`src/rtl/sequenced_decoder.sv`:
```
// One-hot address decoder with a registered address and an optional scan mode.
// Scan mode is compiled only when SEQUENCED_DECODER_SCAN_EN is defined.
// Ports: clk, reset (sync, active-high), enable, mode (0 direct / 1 scan),
//   addr_valid, addr -> out (one-hot), cur_addr, wrap (rollover pulse), busy.
module sequenced_decoder #(
  parameter  int ADDR_WIDTH = 2,
  localparam int OUT_WIDTH  = 2 ** ADDR_WIDTH
) (
  input  logic                  clk,
  input  logic                  reset,
  input  logic                  enable,
  input  logic                  mode,
  input  logic                  addr_valid,
  input  logic [ADDR_WIDTH-1:0] addr,
  output logic [OUT_WIDTH-1:0]  out,
  output logic [ADDR_WIDTH-1:0] cur_addr,
  output logic                  wrap,
  output logic                  busy
);

`ifdef SEQUENCED_DECODER_SCAN_EN
  typedef enum logic [1:0] {
    IDLE   = 2'd0,
    DIRECT = 2'd1,
    SCAN   = 2'd2
  } state_t;
`else
  typedef enum logic [1:0] {
    IDLE   = 2'd0,
    DIRECT = 2'd1
  } state_t;
`endif

  state_t                state_q, state_d;
  logic [ADDR_WIDTH-1:0] cur_addr_q, cur_addr_d;
  logic [OUT_WIDTH-1:0]  out_q, out_d;
  logic                  wrap_q, wrap_d;
  logic                  scan_req;
  logic                  scan_step;

`ifdef SEQUENCED_DECODER_SCAN_EN
  assign scan_req  = mode;
  // Advance only once already scanning; entry from another state holds.
  assign scan_step = mode && (state_q == SCAN);
`else
  logic unused_mode;
  assign unused_mode = mode;
  assign scan_req    = 1'b0;
  assign scan_step   = 1'b0;
`endif

  // State register
  always_ff @(posedge clk) begin
    if (reset) begin
      state_q    <= IDLE;
      cur_addr_q <= '0;
      out_q      <= '0;
      wrap_q     <= 1'b0;
    end else begin
      state_q    <= state_d;
      cur_addr_q <= cur_addr_d;
      out_q      <= out_d;
      wrap_q     <= wrap_d;
    end
  end

  // Next state
  always_comb begin
    state_d = IDLE;
    if (enable) begin
`ifdef SEQUENCED_DECODER_SCAN_EN
      state_d = scan_req ? SCAN : DIRECT;
`else
      state_d = DIRECT;
`endif
    end
  end

  // Outputs: a loaded address always wins over a scan step.
  always_comb begin
    cur_addr_d = cur_addr_q;
    out_d      = '0;
    wrap_d     = 1'b0;
    if (enable) begin
      if (addr_valid) begin
        cur_addr_d = addr;
      end else if (scan_step) begin
        cur_addr_d = cur_addr_q + ADDR_WIDTH'(1);
        wrap_d     = (cur_addr_q == '1);
      end
      out_d = OUT_WIDTH'(1) << cur_addr_d;
    end
  end

  assign out      = out_q;
  assign cur_addr = cur_addr_q;
  assign wrap     = wrap_q;
  assign busy     = (state_q != IDLE);

endmodule
```
`config.mk`:
```
export PLATFORM = sky130hd
export DESIGN_NAME = sequenced_decoder
export DESIGN_NICKNAME = d
export VERILOG_FILES = /design/src/rtl/sequenced_decoder.sv
export SDC_FILE = /design/constraint.sdc
export NUM_CORES = 1
export LEC_CHECK = 0
export ABC_AREA = 1
export CORE_AREA = 10 10 47 49
export CTS_CLUSTER_DIAMETER = 30
export DETAILED_ROUTE_END_ITERATION = 6
export DIE_AREA = 0 0 57 59
export HOLD_SLACK_MARGIN = 0.12
export SLEW_MARGIN = 40
export SYNTH_ARGS = -nofsm -noshare
export SYNTH_HDL_FRONTEND = slang
export SYNTH_SLANG_ARGS = --single-unit
```
`constraint.sdc`:
```
create_clock -name clk -period 1.01 [get_ports clk]
set_clock_uncertainty 0.15 [all_clocks]
set_input_delay 0.202 -clock clk [delete_from_list [all_inputs] [get_ports clk]]
set_output_delay 0.202 -clock clk [all_outputs]
set_load 0.01 [all_outputs]
```
# After elaboration in Yosys (flattened, before gate mapping)
# Cells that the tools add are included.
# op_classes
n_shift	1
muxes	3
bitwise_logic	1
reduce_logical	2
# ops
cell	count
$mux 2	2
$shl 1x2->4 const A	1
$reduce_bool 2->1	1
$reduce_or 2->1	1
$mux 1	1
$not 1->1	1
# word_totals
register_bits	8
in_bits	7
out_inout_bits	8
elab_cells	10

# Logic depth before layout (Yosys ltp)
# logic_depth
word_depth	3
depth_mapped	5

# Least setup slack after synthesis
# No wires, ideal clock.
# synth_path
path_kind	register to register
startpoint	register cur_addr_q[0], in the netlist cur_addr[0]
endpoint	register out_q[1], in the netlist out[1]
setup_ns	0.064
t_arrival_ns	0.663
t_required_ns	0.796
setup_slack_ns	0.133
path_stages_with_launch	5
synth_period_minus_slack_ns	0.877
path_cell_list	dfxtp_1 -> nand2_1 -> nand2_1 -> inv_1 -> nor2_1
# synth_between
elab_chain_cells	3
# synth_lines
item	line_no	text
from (decl)	35	logic [ADDR_WIDTH-1:0] cur_addr_q, cur_addr_d;
from (signal assigned)	61	cur_addr_q <= cur_addr_d;
$mux 2	85	if (addr_valid) begin
$mux 2	84	if (enable) begin
$shl 1x2->4	91	out_d = OUT_WIDTH'(1) << cur_addr_d;
to (signal assigned)	62	out_q <= out_d;
to (decl)	36	logic [OUT_WIDTH-1:0] out_q, out_d;
# No other way between the ends. The select of a mux whose other input is x is not followed.
# A chain may end at the register's enable or synchronous reset.

# Final worst setup path
# layout_path
startpoint	register cur_addr_q[1], in the netlist cur_addr[1]
endpoint	output port cur_addr[1]
# layout_lines
item	line_no	text
to (decl)	16	output logic [ADDR_WIDTH-1:0] cur_addr,
# No word-level cell between the ends.

==> results.py <==
metrics = {
    "outcome": {
        "status": "finished, violations left",
        "violations": "negative setup slack",
    },
    "critical_path": {
        "crit_path_start_kind": "flop",
        "cp_max_fo": 2,
        "crit_type": "reg -> out",
        "cp_top_family": "flip-flops",
        "crit_required_ns": 0.66,
        "worstPathCellList": "buf_6",
        "crit_path_end_kind": "output port",
        "cp.arrival_ns": 0.69,
        "cpPeakStageDelay_ns": 0.32,
        "crit_buf_inv": 1,
        "worst_path_max_delay_cell": "dfxtp_2",
    },
    "synth": {
        "synth.distinct_cells": 10,
        "yosysSeqAreaShare_pct": 55.7,
        "synthCells": 32,
        "synth_fp_nets": 39,
        "syn_avg_cell_area_um2": 7.86,
        "synth_top_area_share_pct": 55.7,
        "yosys_register_bits": 7,
        "ys_top_cells_by_area": "dfxtp_1 (56%), nand2_1 (13%), nor2_1 (9.0%)",
        "yosys.area.top_type": "dfxtp_1",
        "yosys_warnings": 0,
        "synth.cell_area_um2": 251,
    },
    "floorplanning": {
        "dieArea_um2": 3360,
        "die_x_um": 57,
        "start_util_pct": 17.9,
        "core_um2": 1400,
        "num_rows": 14,
        "ios": 15,
        "die_h_um": 59,
    },
    "grt": {
        "grt_max_degree": 5,
        "antenna_found_initial": 0,
        "grt_pass1_wl_um": 938,
        "overflow": 0,
        "grt_pass1_vias": 225,
        "grt_use_total_pct": 3.77,
    },
    "drt": {
        "vias": 230,
        "drtIter0Drc": 1,
        "vias_per_cell": 3.54,
        "dr.pass1.iters": 2,
        "wirelength_um": 582,
        "drc": 0,
        "ant_nets": 0,
        "wl_per_cell_um": 8.95,
    },
    "clock_network": {
        "htree_levels": 1,
        "post-cts-setup-buffers": 0,
        "clockBufferDepth": 2,
        "clk_latency_ns": 0.25,
        "cts_tree": "done",
        "root_buffer": "clkbuf_4",
        "cts-hold-fix-buffers": 0,
        "cts_buffers": 3,
        "clock_sinks": 7,
        "clk_pin_slew_ns": 0.06,
    },
    "pwr": {
        "power.density_nw_per_um2": 1490,
        "p_leak_nw": 0.220,
        "power_mw": 0.639,
        "peakVddDrop_mv": 0.585,
    },
    "final_layout": {
        "final-seq-area_um2": 145,
        "nNetsFinal": 57,
        "area_growth_pct": 70.1,
        "fill_cells": 164,
        "fin_area_um2": 428,
        "multi_input_area_um2": 98.8,
        "layout-drive-gt1-share_pct": 44.9,
        "antenna_cells": 0,
    },
    "timing": {
        "final-setup-viol-count": 6,
        "max_freq_mhz": 962,
        "rsz0062_at_grt": "yes",
        "drv_slew": 0,
        "finalHoldViolCount": 0,
        "finalCritPeriodShare_pct": 103,
        "fin_ws_ns": -0.0298,
        "period_minus_slack_ns": 1.04,
    },
    "place": {
        "post-place-ws_ns": -0.329,
        "dp_hpwl_um": 480,
        "gp_congestion": 0.717,
        "post_dp_cell_area_um2": 399,
        "port_buffers": 12,
    },
    "min_path": {
        "hp-class": "in -> reg",
    },
    "job": {
        "maxCapViolCount": 0,
    },
}
[per-layer routing]
metal  global-route usage, %  part of all wire (%)
met3                    3.86                    14
met4                    2.01                     0
met1                    3.58                    42
met5                       0                     0
met2                    5.12                    43
[final cells by class]
class,instances,area share [%]
multi-input cells,20,23.1
inverters,4,3.51
flip-flops and latches,7,33.9
well taps,16,4.68
clock buffers,4,6.14
repair buffers,14,28.7
[per-stage QoR]
step,hold WS (ns),cells,setup TNS [ns],utilization [%]
final,0.242,65,-0.0766,30.5
after global routing,0.258,65,-0.262,30.5
after CTS,0.225,65,-0.163,28.7
after detailed placement,0.430,61,-3.11,28.5
after global placement,0.428,61,-3.03,28.5
after floorplan,0.124,32,0,-
[cell usage after synthesis, drive strengths merged]
library cell  number
buf                1
conb               1
dfxtp              7
nand3b             1
nand2              9
nor2               7
nand3              2
inv                4
[timing repair]
| action | CTS | global route |
|---|---|---|
| hold endpoints to repair | 0 | 0 |
| endpoints found under the setup margin | 13 | 12 |
| pin swaps | 0 | 1 |
| gates resized for setup | 34 | 8 |
[power by group]
part,internal [mW],switching [mW],leakage (nW)
logic,0.0483,0.0431,0.146
clock network,0.151,0.102,0.0150
registers,0.290,0.00505,0.0590
[tightest hold or removal path: cells and delay by family]
kind | cells | cell delay [ns]
AND/OR/NAND/NOR | 1 | 0.04
buffers and inverters | 2 | 0.34
[logic make-up (layout without fill, tap and decap cells)]
logic type	Yosys count	after routing	share of synthesized area (%)
other	1	1	1.49
buffers and inverters	5	22	8.95
AND/OR/NAND/NOR	19	19	33.8
flip-flops	7	7	55.7
[cells in the final DEF (no fill, tap or decap)]
cell	count
nand2_1	5
nand2_2	4
buf_2	3
clkbuf_4	3
inv_1	3
nor2_1	6
buf_4	2
dlygate4sd2_1	2
nor2_4	1
nand3_1	2
dfxtp_1	3
inv_2	1
clkdlybuf4s50_1	3
buf_6	4
conb_1	1
clkbuf_1	1
nand3b_1	1
dfxtp_2	4
[flip-flops by register name, indices dropped and copies added, names as in the netlist]
name      cells
out           4
cur_addr      2
state_q       1
[worst paths after layout]
path | start | end | slack (ns) | cells after the start
worst max-delay path | cur_addr[1] | cur_addr[1] | -0.03 | 1
worst min-delay path | enable | state_q[0] | 0.24 | 3
worst max register to register | cur_addr[0] | out[1] | 0.05 | 5
worst min register to register | cur_addr[1] | cur_addr[1] | 0.45 | 3
(Power assumes the default switching activity.)
